`src/rtl/data_island_scheduler.sv`:
```
// HDMI data island scheduler: sequences preamble/guard/packet phases inside the
// blanking window and arbitrates ACR, audio sample, AVI and audio InfoFrame
// packets onto the single packet slot, one 32-pixel packet at a time.
module data_island_scheduler #(
    parameter int MAX_PACKETS = 18,
    parameter int MIN_GAP     = 4
) (
    input  logic        clk_pixel,
    input  logic        reset,
    input  logic [11:0] window_remaining,
    input  logic        frame_start,
    input  logic        acr_toggle,
    input  logic        audio_pending,
    output logic        audio_ack,
    output logic [2:0]  phase,
    output logic [1:0]  packet_type,
    output logic        packet_start,
    output logic [4:0]  packet_pixel
);

    localparam int GAP_W = $clog2(MIN_GAP + 2);
    localparam int PKT_W = $clog2(MAX_PACKETS + 2);

    // Minimum window to fit a whole one-packet island, and the minimum left at
    // the last pixel of a packet to fit one more packet plus the trailing guard.
    localparam logic [11:0] ISLAND_MIN = 12'd44;
    localparam logic [11:0] CHAIN_MIN  = 12'd35;

    typedef enum logic [2:0] {
        CONTROL     = 3'd0,
        PREAMBLE    = 3'd1,
        LEAD_GUARD  = 3'd2,
        PACKET      = 3'd3,
        TRAIL_GUARD = 3'd4
    } phase_t;

    typedef enum logic [1:0] {
        PKT_ACR   = 2'd0,
        PKT_AUDIO = 2'd1,
        PKT_AVI   = 2'd2,
        PKT_AIF   = 2'd3
    } pkt_t;

    phase_t             state;
    logic [4:0]         phase_cnt;
    logic [GAP_W-1:0]   gap_cnt;
    logic [PKT_W-1:0]   pkt_cnt;
    logic               acr_q;
    logic               acr_pend;
    logic               avi_pend;
    logic               aif_pend;

    logic               req_any;
    pkt_t               next_type;
    logic               lead_done;
    logic               chain;
    logic               grant;
    logic               start_island;

    assign phase = state;

    // Fixed-priority arbitration and the two grant decision points.
    always_comb begin
        // NOTE: every always_comb output gets a default first so no path can infer a latch.
        next_type    = PKT_AUDIO;
        req_any      = acr_pend | audio_pending | avi_pend | aif_pend;
        if (acr_pend)           next_type = PKT_ACR;
        else if (audio_pending) next_type = PKT_AUDIO;
        else if (avi_pend)      next_type = PKT_AVI;
        else if (aif_pend)      next_type = PKT_AIF;
        lead_done    = (state == LEAD_GUARD) && (phase_cnt == 5'd1);
        chain        = (state == PACKET) && (phase_cnt == 5'd31) &&
                       (pkt_cnt < PKT_W'(MAX_PACKETS)) && req_any &&
                       (window_remaining >= CHAIN_MIN);
        grant        = lead_done | chain;
        start_island = (state == CONTROL) && req_any &&
                       (window_remaining >= ISLAND_MIN) &&
                       (gap_cnt >= GAP_W'(MIN_GAP));
    end

    // Request latches: a new request in the same cycle as its grant survives.
    always_ff @(posedge clk_pixel or posedge reset) begin
        if (reset) begin
            acr_q    <= 1'b0;
            acr_pend <= 1'b0;
            avi_pend <= 1'b0;
            aif_pend <= 1'b0;
        end else begin
            // NOTE: sequential state uses non-blocking assignments so every flop samples pre-edge values.
            acr_q    <= acr_toggle;
            acr_pend <= (acr_toggle != acr_q) | (acr_pend & ~(grant && next_type == PKT_ACR));
            avi_pend <= frame_start | (avi_pend & ~(grant && next_type == PKT_AVI));
            aif_pend <= frame_start | (aif_pend & ~(grant && next_type == PKT_AIF));
        end
    end

    // Island phase sequencer with registered packet controls.
    always_ff @(posedge clk_pixel or posedge reset) begin
        if (reset) begin
            state        <= CONTROL;
            phase_cnt    <= 5'd0;
            gap_cnt      <= GAP_W'(MIN_GAP);
            pkt_cnt      <= '0;
            packet_type  <= PKT_ACR;
            packet_start <= 1'b0;
            packet_pixel <= 5'd0;
            audio_ack    <= 1'b0;
        end else begin
            packet_start <= 1'b0;
            audio_ack    <= 1'b0;
            case (state)
                CONTROL: begin
                    if (gap_cnt < GAP_W'(MIN_GAP)) gap_cnt <= gap_cnt + GAP_W'(1);
                    if (start_island) begin
                        state     <= PREAMBLE;
                        phase_cnt <= 5'd0;
                    end
                end
                PREAMBLE: begin
                    if (phase_cnt == 5'd7) begin
                        state     <= LEAD_GUARD;
                        phase_cnt <= 5'd0;
                    end else begin
                        phase_cnt <= phase_cnt + 5'd1;
                    end
                end
                LEAD_GUARD, PACKET: begin
                    if (grant) begin
                        // Start a packet: first from the lead guard, else back-to-back.
                        state        <= PACKET;
                        phase_cnt    <= 5'd0;
                        packet_pixel <= 5'd0;
                        packet_type  <= next_type;
                        pkt_cnt      <= pkt_cnt + PKT_W'(1);
                        packet_start <= 1'b1;
                        audio_ack    <= (next_type == PKT_AUDIO);
                    end else if (state == PACKET && phase_cnt == 5'd31) begin
                        state        <= TRAIL_GUARD;
                        phase_cnt    <= 5'd0;
                        packet_pixel <= 5'd0;
                    end else begin
                        phase_cnt    <= phase_cnt + 5'd1;
                        if (state == PACKET) packet_pixel <= phase_cnt + 5'd1;
                    end
                end
                TRAIL_GUARD: begin
                    if (phase_cnt == 5'd1) begin
                        state     <= CONTROL;
                        phase_cnt <= 5'd0;
                        gap_cnt   <= '0;
                        pkt_cnt   <= '0;
                    end else begin
                        phase_cnt <= phase_cnt + 5'd1;
                    end
                end
                default: begin
                    state     <= CONTROL;
                    phase_cnt <= 5'd0;
                end
            endcase
        end
    end

endmodule

```
`config.mk`:
```
export PLATFORM = sky130hd
export DESIGN_NAME = data_island_scheduler
export DESIGN_NICKNAME = d
export VERILOG_FILES = /design/src/rtl/data_island_scheduler.sv
export SDC_FILE = /design/constraint.sdc
export NUM_CORES = 1
export LEC_CHECK = 0
export BUFFER_PORTS_ARGS = -buffer_cell sky130_fd_sc_hd__buf_2
export CORE_MARGIN = 5
export CORE_UTILIZATION = 44
export DETAILED_ROUTE_END_ITERATION = 12
export HOLD_SLACK_MARGIN = 0.12
export PLACE_DENSITY = 0.66
export SYNTH_ARGS = -nofsm -noshare
export SYNTH_HDL_FRONTEND = slang
export SYNTH_SLANG_ARGS = --single-unit
```
`constraint.sdc`:
```
create_clock -name clk_pixel -period 2.8 [get_ports clk_pixel]
set_input_delay 0.42 -clock clk_pixel [delete_from_list [all_inputs] [get_ports clk_pixel]]
set_output_delay 0.42 -clock clk_pixel [all_outputs]
set_load 0.005 [all_outputs]
```
==> impl_metrics.tcl, run 1 <==
set metrics [dict create \
    fin_area_um2 1800 \
    crit_end "pkt_cnt[3]" \
    synth_cell_types 42 \
    cp_cell_sequence "inv_1, ha_1, or4b_1, nor3_2, a31oi_1, buf_4, or4_1, a21oi_1" \
    internal_power_uw 769 \
    ys_seq_area_share_pct 46.8 \
    cts_buffers 5 \
    ys_warn_count 0 \
    clockRootBuffer "clkbuf_4" \
    fin_crit_sh_pct 84.2 \
    synthTopCellsByCount "28 x dfrtp_1, 15 x a21oi_1, 12 x nand2_1, 12 x nor2_1, 12 x o21ai_0" \
    dr.pass1.iters 4 \
    htree_levels 2 \
    rows 21 \
    worst_slack_ns 0.443 \
    synth_seq_cells 29 \
    worst_setup_path_end_kind "register" \
    post-route-min-period_ns 2.36 \
    synth_area_leaders "dfrtp_1 45%, a21oi_1 4.8%, ha_1 4.0%" \
    postCtsSetupRepairBufs 0 \
    overflow 0 \
    yosysTopAreaCell "dfrtp_1" \
    dp_hpwl_um 2600 \
    clock_skew_ns 0.00698 \
    ant_nets 0 \
    ys.flop_type "dfrtp_1" \
    synth_nets 187 \
    cpPeakStageDelay_ns 0.59 \
    crit_path_max_fanout 13 \
    synthDominantCellAreaShare_pct 45.1 \
    grt_antenna_before_repair 0 \
    post-synth-top-count-cell "dfrtp_1" \
    swShare_pct 36.4 \
    clk_path_buf_depth 2 \
    grt_usage_pct 15.5 \
    die_width_um 69.4 \
    antennaDiodeCount 0 \
    timing_worst_setup_path_type "reg -> reg" \
    finalMaxSlewViolations 0 \
    regToRegSetupSlack_ns 0.44 \
    setup_viol 0 \
    fin_total_pwr_uw 1210 \
    slowest_stage "or4b_1" \
    cp_data_required_time_ns 3.06 \
    cts_tree "built" \
    syn-cell-area_um2 1550 \
    p_clk_share_pct 20.6 \
    grt_pass1_vias 1451 \
    relSlewSlack_pct 58.7 \
    reg2reg_from "phase_cnt[1]" \
    rsz0062_at_grt "false" \
    cap_violations 0 \
    avgSynthCellArea_um2 9.42 \
    place_ws_ns 0.438 \
    netlist_instances 165 \
    leakage_uw 0.000850 \
    grt_max_degree 30 \
    cts-resized-gates 0 \
    grt_pass1_wl_um 6150 \
    chipHeight_um 69.4 \
    startpoint "phase_cnt[1]" \
    worst_pin_slew_ns 0.616 \
    placed_area_um2 1750 \
    status "finished, final reports clean" \
    detail_route.wl_per_cell_um 14.1 \
    fp.coreArea_um2 3390 \
    initial_core_util_pct 45.8 \
    p_seq_share_pct 47.6 \
    pin_count 29 \
    port_buffers 28 \
    worstPathArrival_ns 2.62 \
    num-nets-final 218 \
    reg2regPathDepth 8 \
    vias_per_cell 5.59 \
    routed_wl_um 3430 \
    via_count 1358 \
    p_switching_uw 440 \
    synth-edff-count 0 \
    start_kind "register" \
    die_area_um2 4820 \
    initialDrtViolationCount 56 \
    ir_drop_uv 409 \
    fillCellCount 310 \
    hp-class "in -> async" \
    utilization_pct 53.2 \
    power_frac_comb_pct 31.7 \
    setup-tns-final_ns 0 \
    drc 0 \
    power.density_nw_per_um2 671 \
    syn_to_final_growth_pct 16.0 \
    cts.sinks 29 \
    place_congestion 0.771 \
    hold_violations 0 \
    cts_hold_buf 0 \
    insertion_delay_ns 0.33 \
    drive_gt1_share_pct 24.9 \
    timing.rr.end "pkt_cnt[3]" \
    clock.fmax_mhz 424 \
    clk_pin_slew_ns 0.10 \
    synthArstFlopShare_pct 100 \
]
power groups by stage:
stage | registers, µW | clock network [µW] | logic [µW]
after CTS | 575 | 256 | 387
after detailed placement | 583 | 0 | 385
after floorplan | 552 | 0 | 292
final | 576 | 250 | 383
after global placement | 577 | 0 | 371
after global routing | 589 | 279 | 433
placed cells by master, fill, tap and decap left out, types with 2 or more instances in the layout:
cell type	synthesis	final
nor3b_1	3	3
a21oi_1	15	15
xnor2_1	4	4
nand2_1	12	12
o21ai_0	12	12
inv_1	10	10
o22ai_1	3	3
nor3_1	6	6
clkinv_2	0	2
nor4_1	2	2
a22o_1	3	3
o21a_1	2	2
nand2b_1	2	2
a31oi_1	2	2
and3_1	3	3
nand3_1	4	4
clkbuf_4	0	5
o211ai_1	2	2
mux2_2	5	5
ha_1	5	5
or3_1	2	2
dfrtp_1	28	28
buf_2	2	28
o31ai_1	3	3
buf_4	0	4
nor2_1	12	12
metal layers:
layer	GRT usage [%]	routed length (µm)
met2	25.4	1600
met3	4.35	211
met1	19.0	1550
met5	0	0
met4	6.72	61
critical path, delay by kind of cell, from the launching register on:
family	cells	cell delay, ns
buffers and inverters	2	0.26
flip-flops	1	0.42
adder cells (fa/ha/maj)	1	0.13
AND/OR/NAND/NOR	3	1.25
AO/OA/AOI/OAI	2	0.22
per-stage QoR:
stage          cells  hold slack, ns
2_1_floorplan    165           0.451
5_1_grt          243           0.177
3_3_place_gp     235           0.482
6_report         243           0.135
4_1_cts          243           0.149
3_5_place_dp     235           0.492
cell families after synthesis:
family / synth area share [%]
simple gates: 18.4
compound gates: 20.4
flops: 46.8
buf+inv: 4.59
mux: 3.62
fa+ha+maj: 4.03
xor+xnor: 2.25
how the worst min path moves through the flow:
stage	from	endpoint	slack, ns
floorplan	acr_toggle	acr_q	0.45
global placement	acr_q	acr_pend	0.48
detailed placement	packet_type[0]	packet_type[0]	0.49
CTS	reset	acr_q	0.15
global route	reset	acr_q	0.18
finish	reset	acr_q	0.13
state kept, by name, summed over array words and instances, names as in the netlist:
register and cells:
packet_pixel 5, phase_cnt 5, pkt_cnt 5, gap_cnt 3, phase 3, packet_type 2
acr_pend 1, acr_q 1, aif_pend 1, audio_ack 1, avi_pend 1, packet_start 1
layout make-up:
cell class | instances | area (µm²) | share of cell area, %
multi-input cells | 118 | 756 | 41.9
inverters | 10 | 37.5 | 2.08
clock buffers | 5 | 37.5 | 2.08
clock inverters | 3 | 17.5 | 0.972
flip-flops and latches | 29 | 727 | 40.3
repair buffers | 32 | 170 | 9.44
well taps | 46 | 57.6 | 3.19
(Power assumes the default switching activity.)
==> inputs of run 2 (changes only) <==
--- a/config.mk
+++ b/config.mk
@@ -5,12 +5,13 @@
 export SDC_FILE = /design/constraint.sdc
 export NUM_CORES = 1
 export LEC_CHECK = 0
+export ABC_AREA = 1
 export BUFFER_PORTS_ARGS = -buffer_cell sky130_fd_sc_hd__buf_2
 export CORE_MARGIN = 5
 export CORE_UTILIZATION = 44
 export DETAILED_ROUTE_END_ITERATION = 12
 export HOLD_SLACK_MARGIN = 0.12
-export PLACE_DENSITY = 0.66
+export PLACE_DENSITY = 0.68
 export SYNTH_ARGS = -nofsm -noshare
 export SYNTH_HDL_FRONTEND = slang
 export SYNTH_SLANG_ARGS = --single-unit
==> constraint.sdc (replaced) <==
create_clock -name clk_pixel -period 1.9 [get_ports clk_pixel]
set_input_delay 0.285 -clock clk_pixel [delete_from_list [all_inputs] [get_ports clk_pixel]]
set_output_delay 0.285 -clock clk_pixel [all_outputs]
set_load 0.005 [all_outputs]
==> run 2 against run 1 <==
Routed wire length is 3.7% lower; via count is 3.0% higher; highest routed layer unchanged; largest power group is now combinational cells; register-to-register slack worse by 0.27 ns; largest cell class unchanged; area after synthesis is 5.6% higher.
==> impl_metrics.tcl, run 2 <==
set metrics [dict create \
    grt_antenna_before_repair 0 \
    synth_area_leaders "dfrtp_1 43%, nand2_1 14%, nand3_1 6.1%" \
    fin_crit_sh_pct 91.1 \
    slowest_stage "dfrtp_1" \
    clock.fmax_mhz 578 \
    clock_skew_ns 0.00313 \
    insertion_delay_ns 0.28 \
    synth_xor_area_share_pct 2.67 \
    layout_common_cells "59 x nand2_1, 28 x dfrtp_1, 28 x buf_2, 22 x inv_1, 20 x nand3_1" \
    syn-cell-area_um2 1640 \
    die_area_um2 5050 \
    synth_nets 229 \
    clk_pin_slew_ns 0.06 \
    grt_usage_pct 14.7 \
    cpPeakStageDelay_ns 0.38 \
    crit_path_max_fanout 9 \
    hold_end "acr_q" \
    fp.coreArea_um2 3630 \
    synthDominantCellAreaShare_pct 42.7 \
    status "finished, final reports clean" \
    dp_hpwl_um 2450 \
    grt_max_degree 30 \
    cp_data_required_time_ns 2.07 \
    yosysTopAreaCell "dfrtp_1" \
    ir_drop_uv 845 \
    seqCellArea_um2 727 \
    ant_nets 0 \
    timing_worst_setup_path_type "reg -> reg" \
    cts_tree "built" \
    overflow 0 \
    worstHoldStart "acr_toggle" \
    place_congestion 0.808 \
    utilization_pct 54.2 \
    ys.flop_type "dfrtp_1" \
    reg2reg_from "phase_cnt[1]" \
    post-synth-top-count-cell "nand2_1" \
    synth_top_family_by_area "simple AND/OR/NAND/NOR gates" \
    multiInputGateArea_um2 810 \
    ys_seq_area_share_pct 44.3 \
    min_delay_path_depth 1 \
    leakage_uw 0.00102 \
    crit_top_cell "nand2_1" \
    timing.rr.end "pkt_cnt[2]" \
    rows 22 \
    synth_simple_gate_area_share_pct 37.1 \
    setup_viol 0 \
    synth_fa_ha_area_share_pct 3.81 \
    ys_warn_count 0 \
    synth_compound_area_share_pct 5.26 \
    grt_pass1_wl_um 5970 \
    relSlewSlack_pct 76.1 \
    finalMaxSlewViolations 0 \
    port_buffers 28 \
    cts_buffers 5 \
    num-nets-final 269 \
    htree_levels 2 \
    detail_route.wl_per_cell_um 11.1 \
    cts.sinks 29 \
    drc 0 \
    worstPathArrival_ns 1.90 \
    syn_to_final_growth_pct 20.1 \
    initialDrtViolationCount 74 \
    worst_setup_path_end_kind "register" \
    synth_mux_area_share_pct 0 \
    rsz0062_at_grt "false" \
    dp.cells 285 \
    synth_seq_cells 29 \
    synthTopCellsByCount "59 x nand2_1, 28 x dfrtp_1, 22 x inv_1" \
    chipHeight_um 71.1 \
    regToRegSetupSlack_ns 0.17 \
    pin_count 29 \
    fin_cells 296 \
    die_width_um 71.1 \
    initial_core_util_pct 45.1 \
    reg_top3 "packet_pixel x5, phase_cnt x5, pkt_cnt x5" \
    start_kind "register" \
    synth_cell_types 29 \
    avgSynthCellArea_um2 7.92 \
    synth-edff-count 0 \
    clk_path_buf_depth 2 \
    post-route-min-period_ns 1.73 \
    netlist_instances 207 \
    grt_pass1_vias 1324 \
    clockRootBuffer "clkbuf_8" \
    reg2regPathDepth 13 \
    setup-tns-final_ns 0 \
    cp_cell_sequence "ha_2, nand2_1, nor2_1, ha_1, nand3_1, nor2_2, nand2_4, nand2_8, nor2_4, clkinv_4, nand2_4, nand2_1, nand2_1" \
    worst_pin_slew_ns 0.358 \
    routed_wl_um 3300 \
    final_common_cell "nand2_1" \
    hp-class "in -> reg" \
    vias_per_cell 4.73 \
    power.density_nw_per_um2 1240 \
    via_count 1399 \
    antennaDiodeCount 0 \
    hold_violations 0 \
    cap_violations 0 \
    synthArstFlopShare_pct 100 \
    dr.pass1.iters 4 \
    fillCellCount 366 \
    drive_gt1_share_pct 25.0 \
]
==> run 2: cell count changes after synthesis, sizes merged, moves of 6 or more <==
cell    change
nand4       +7
inv        +16
a21oi      -14
nand3      +17
nand2      +53
nor2       +14
clkbuf      -6
==> run 2: cell families after synthesis <==
| logic type | after synthesis |
|---|---|
| simple gates | 124 |
| flops | 29 |
| buf+inv | 28 |
| compound gates | 16 |
| xor+xnor | 5 |
| fa+ha+maj | 5 |
==> run 2: worst max-delay path, delay by kind of cell (launching register included) <==
| family | cells | cell delay (ns) |
|---|---|---|
| simple gates | 10 | 0.81 |
| flops | 1 | 0.38 |
| fa+ha+maj | 2 | 0.37 |
| buf+inv | 1 | 0.06 |
==> run 2: how the worst max path moves through the flow <==
stage                      start         endpoint  slack [ns]  cells past startpoint
finish              phase_cnt[1]       pkt_cnt[2]        0.17                     13
global route        phase_cnt[1]         aif_pend        0.01                     11
CTS                 phase_cnt[0]  packet_pixel[1]        0.11                     10
detailed placement  phase_cnt[0]  packet_pixel[1]        0.13                     10
global placement    phase_cnt[0]  packet_pixel[3]        0.17                     11
floorplan           phase_cnt[0]       pkt_cnt[1]        0.25                     12
==> run 2: timing repair <==
action                                 4_1_cts  5_1_grt
hold buffers                                 1        0
setup buffers                                0        2
gates resized for setup                      0        2
endpoints found under the hold margin       28        0
setup endpoints to repair                    0       11
==> run 2: through the flow <==
stage	total power, µW	hold slack [ns]	area, µm²	setup WS, ns
final	2450	0.131	1970	0.169
after global placement	1920	0.371	1860	0.167
after detailed placement	1930	0.377	1860	0.133
after floorplan	1660	0.316	1640	0.247
after CTS	2440	0.120	1950	0.112
after global routing	2670	0.130	1970	0.0104
==> run 2: metal layers <==
layer,vias to the layer above,part of all wire [%],track usage [%]
met2,44,42,20.9
met5,-,0,0
met4,0,1.6,5.64
met3,6,7.7,4.26
met1,610,49,21.0
li1,739,-,-
==> run 2: where the power goes <==
part	internal, µW	total (µW)	switching (µW)
clock	256	489	233
combinational	411	1060	645
sequential	776	903	127
==> run 2: cell type report <==
class / count / share of cell area (%)
sequential: 29 / 36.9
clock buffer: 7 / 3.88
tap: 48 / 3.05
inverter: 28 / 5.65
multi-input combinational: 150 / 41.1
timing repair buffer: 33 / 9.15
clock inverter: 1 / 0.254
